<file path="src/rtl/period_meter.sv">
// period_meter: measures the period of an asynchronous periodic input in clk
// cycles. Rising edges of the synchronized input delimit a measurement; the
// result is published on period with a one-cycle valid strobe. A missing edge
// within MAX_COUNT cycles produces a one-cycle timeout strobe and re-arms.
//
// state   | meaning
// --------+-----------------------------------------------------------
// IDLE    | disabled, count cleared, waiting for en
// ARM     | enabled, waiting for the reference rising edge
// MEASURE | counting clk cycles since the last rising edge
module period_meter #(
  parameter int N         = 26,
  parameter int MAX_COUNT = 49_999_999
) (
  input  logic         clk,
  input  logic         arst,
  input  logic         en,
  input  logic         sig_in,
  output logic [N-1:0] period,
  output logic         valid,
  output logic         timeout,
  output logic         measuring
);

  typedef enum logic [1:0] {IDLE, ARM, MEASURE} state_t;

  // MAX_COUNT must lie in [2, 2^N-1]; the compare below relies on it fitting N bits.
  localparam logic [N-1:0] MAX_C = N'(MAX_COUNT);

  state_t       state;
  logic [N-1:0] count;
  logic         s1, s2, prev;
  logic         rise;

  // Two-flop synchronizer plus one delay flop for rising-edge detection.
  always_ff @(posedge clk or posedge arst) begin
    if (arst) begin
      s1   <= 1'b0;
      s2   <= 1'b0;
      prev <= 1'b0;
    end else begin
      s1   <= sig_in;
      s2   <= s1;
      prev <= s2;
    end
  end

  assign rise = s2 & ~prev;

  // Measurement FSM with the cycle counter and registered result/strobes.
  always_ff @(posedge clk or posedge arst) begin
    if (arst) begin
      state     <= IDLE;
      count     <= '0;
      period    <= '0;
      valid     <= 1'b0;
      timeout   <= 1'b0;
      measuring <= 1'b0;
    end else begin
      valid   <= 1'b0;
      timeout <= 1'b0;
      if (!en) begin
        // Disabling overrides everything, including a coincident edge.
        state     <= IDLE;
        count     <= '0;
        measuring <= 1'b0;
      end else begin
        case (state)
          IDLE: begin
            state     <= ARM;
            count     <= '0;
            measuring <= 1'b0;
          end
          ARM: begin
            if (rise) begin
              state     <= MEASURE;
              count     <= N'(1);
              measuring <= 1'b1;
            end else begin
              count <= '0;
            end
          end
          MEASURE: begin
            if (rise) begin
              // An edge landing exactly on MAX_COUNT is still a valid period.
              period <= count;
              valid  <= 1'b1;
              count  <= N'(1);
            end else if (count == MAX_C) begin
              timeout   <= 1'b1;
              count     <= '0;
              state     <= ARM;
              measuring <= 1'b0;
            end else begin
              count <= count + N'(1);
            end
          end
          default: begin
            state     <= IDLE;
            count     <= '0;
            measuring <= 1'b0;
          end
        endcase
      end
    end
  end

endmodule

</file>
<file path="config.mk">
export PLATFORM = sky130hd
export DESIGN_NAME = period_meter
export DESIGN_NICKNAME = d
export VERILOG_FILES = /design/src/rtl/period_meter.sv
export SDC_FILE = /design/constraint.sdc
export NUM_CORES = 1
export LEC_CHECK = 0
export ABC_AREA = 1
export CORE_MARGIN = 4
export CORE_UTILIZATION = 40
export CTS_CLUSTER_SIZE = 8
export DETAILED_ROUTE_END_ITERATION = 8
export GPL_TIMING_DRIVEN = 0
export PLACE_DENSITY = 0.59
export RECOVER_POWER = 25
export SLEW_MARGIN = 20
export SYNTH_ARGS = -nofsm -noshare
export SYNTH_HDL_FRONTEND = slang
export SYNTH_SLANG_ARGS = --single-unit
</file>
<file path="constraint.sdc">
create_clock -name clk -period 2.9 [get_ports clk]
set_input_delay 0.58 -clock clk [delete_from_list [all_inputs] [get_ports clk]]
set_output_delay 0.58 -clock clk [all_outputs]
set_load 0.01 [all_outputs]
</file>
==> results.sh <==
export IMPL_pwr_share_seq_pct=49.6
export IMPL_hold_viol=0
export IMPL_drv_slew=0
export IMPL_seq_area_frac_synth_pct=53.6
export IMPL_leakage_uw=0.00149
export IMPL_ant_nets=0
export IMPL_critPathLaunch="arst"
export IMPL_r2r_slack_ps=1050
export IMPL_grt_max_degree=55
export IMPL_clkTransAtPathRegs_ps=60
export IMPL_grt_pass1_vias=2153
export IMPL_dr_total_vias=2238
export IMPL_dieHeight_um=91.7
export IMPL_cp_end_kind="asynchronous set/reset pin"
export IMPL_swShare_pct=23.8
export IMPL_cap_violations=0
export IMPL_clockPowerShare_pct=43.5
export IMPL_p_switching_uw=415
export IMPL_critical_path_max_fanout=54
export IMPL_relSlewSlack_pct=12.8
export IMPL_placed_cell_area_um2=3270
export IMPL_wl_per_cell_um=12.3
export IMPL_io_pins=33
export IMPL_endpoint="count[8]"
export IMPL_crit_type="input pin to asynchronous set/reset pin"
export IMPL_worst_hold_path_type="register to register"
export IMPL_arrival_ps=2390
export IMPL_dr_first_iter_drc_count=111
export IMPL_start_util_pct=41.3
export IMPL_synth_fp_nets=348
export IMPL_portBuffers=32
export IMPL_die_w_um=91.7
export IMPL_rows=30
export IMPL_rr_worst_depth=9
export IMPL_holdWs_ps=348
export IMPL_ctsResizeCount=0
export IMPL_p_total_uw=1750
export IMPL_fin_area_um2=3450
export IMPL_via_per_inst=4.61
export IMPL_synth_cells=340
export IMPL_syn_to_final_growth_pct=23.1
export IMPL_nets=392
export IMPL_htree_levels=3
export IMPL_tightest_slew_ps=1310
export IMPL_synth_distinct_cells=22
export IMPL_cts_root_buf="clkbuf_8"
export IMPL_antenna_found_initial=0
export IMPL_core_area_um2=6790
export IMPL_synth_top_area_share_pct=53.6
export IMPL_finalCritPeriodShare_pct=74.4
export IMPL_yosys_warnings=0
export IMPL_clockBufferDepth=2
export IMPL_vdd_drop_max_v=0.000292
export IMPL_rsz0062_at_grt="no"
export IMPL_gp_congestion=0.888
export IMPL_ys_top_cells_by_area="dfrtp_1 (54%), nand2_1 (12%), nor2_1 (5.9%)"
export IMPL_powerDensity_nw_per_um2=506
export IMPL_numCtsBuffers=9
export IMPL_drive_gt1_share_pct=10.3
export IMPL_clock_latency_ps=340
export IMPL_final_setup_skew_ps=6.81
export IMPL_avgSynthCellArea_um2=8.24
export IMPL_period_needed_ps=2160
export IMPL_fin_util_pct=50.8
export IMPL_fill_cells=672
export IMPL_wirelength_um=5990
export IMPL_regToRegEndpoint="period[9]"
export IMPL_yosysTopAreaCell="dfrtp_1"
export IMPL_grt_first_pass_wirelength_um=10400
export IMPL_fp_dieArea_um2=8410
export IMPL_setup_viol_count_final=0
export IMPL_dr_pass1_iters=5
export IMPL_cts_setup_buffers=0
export IMPL_dpl_hpwl_um=4380
export IMPL_max_freq_ghz=0.464
export IMPL_p_int_uw=1330
export IMPL_ys_ff_latch=60
export IMPL_cts_tree="built"
export IMPL_clock_sink_count=60
export IMPL_cts_hold_fix_buffers=0
export IMPL_grt_overflow_total=0
export IMPL_antenna_cells=0
export IMPL_p_comb_share_pct=6.9
export IMPL_cp_data_required_time_ps=3140
export IMPL_worst_setup_path_start_kind="input pin"
export IMPL_grt_usage_pct=15.7
export IMPL_drc_errors=0
export IMPL_r2r_start="state[0]"
export IMPL_netlist_area_um2=2800
export IMPL_outcome="finished, final reports clean"
-- Yosys cell counts, drive strengths merged --
| cell | instances |
|---|---|
| nor3 | 17 |
| clkbuf | 1 |
| nor3b | 5 |
| nand3b | 1 |
| buf | 6 |
| xor2 | 6 |
| nand3 | 17 |
| nand2 | 88 |
| inv | 46 |
| dfrtp | 60 |
| ha | 4 |
| nor2 | 52 |
| nand4 | 4 |
| a21oi | 4 |
| o21ai | 29 |
-- power by group through the flow --
stage	registers, µW	clock network, µW	logic [µW]
6_report	865	760	121
5_1_grt	867	818	141
4_1_cts	865	789	130
3_5_place_dp	881	0	130
3_3_place_gp	881	0	121
2_1_floorplan	879	0	89.3
-- final cells by class --
class                      count  area [µm²]  area share [%]
tap                           96         120            3.48
clock inverter                 5        50.0            1.45
buffer                         7        40.0            1.16
clock buffer                  11         151            4.39
multi-input combinational    227        1090            31.5
timing repair buffer          33         325            9.43
inverter                      46         174            5.04
sequential                    60        1500            43.5
-- flip-flops by register name, indices dropped and copies added (netlist names) --
name       cells
measuring      1
s1             1
timeout        1
valid          1
count         26
period        26
state          2
s2             1
prev           1
-- cell usage in the layout, fill, tap and decap left out --
master | netlist | final
clkbuf_2 | 0 | 1
buf_2 | 5 | 5
clkdlybuf4s50_1 | 0 | 30
nor3_1 | 14 | 14
clkinv_2 | 0 | 4
nor2_4 | 3 | 3
clkinvlp_2 | 0 | 1
nand3b_1 | 1 | 1
inv_1 | 43 | 42
nor3_2 | 3 | 3
a21oi_1 | 4 | 4
clkbuf_8 | 0 | 11
xor2_1 | 6 | 6
nand2_1 | 86 | 86
nor2_2 | 5 | 5
dfrtp_1 | 60 | 60
nand3_1 | 17 | 17
o21ai_0 | 16 | 16
clkbuf_1 | 1 | 1
buf_6 | 1 | 1
nor2_1 | 44 | 44
dlygate4sd3_1 | 0 | 2
bufinv_16 | 0 | 1
nand2_2 | 2 | 2
ha_1 | 4 | 4
o21ai_1 | 13 | 13
nand4_1 | 4 | 4
nor3b_1 | 5 | 5
inv_2 | 3 | 3
-- critical path, cell delays in order --
cell           delay [ps]
dlygate4sd3_1         550
clkinvlp_2            210
clkbuf_2             1010
-- how the worst min path moves through the flow --
stage                     start  end  slack, ps  cells after the start
after floorplan              s1   s2        330                      0
after global placement       s1   s2        330                      0
after detailed placement     s1   s2        330                      0
after CTS                    s1   s2        350                      0
after global routing         s1   s2        360                      0
final                        s1   s2        350                      0
-- routing by layer --
metal	wire length, µm	share of wire (%)	vias to the layer above	track usage, %
li1	-	-	1153	-
met1	2990	50	1033	21.4
met2	2620	44	41	23.3
met3	245	4.1	11	3.12
met4	138	2.3	0	8.79
met5	0	0	-	0
-- kinds of logic after synthesis --
group	after synthesis	synth area share, %
XOR/XNOR	6	1.87
AND/OR/NAND/NOR	184	29.3
flip-flops	60	53.6
adder cells (fa/ha/maj)	4	1.79
AO/OA/AOI/OAI	33	5.89
buffers and inverters	53	7.59
-- per-stage QoR --
stage | std cells | TNS [ps] | setup WS [ps]
2_1_floorplan | 340 | 0 | 835
3_3_place_gp | 468 | -19140 | -322
3_5_place_dp | 469 | 0 | 548
4_1_cts | 485 | 0 | 909
5_1_grt | 485 | 0 | 385
6_report | 485 | 0 | 743
Power figures use the tool's default switching activity.
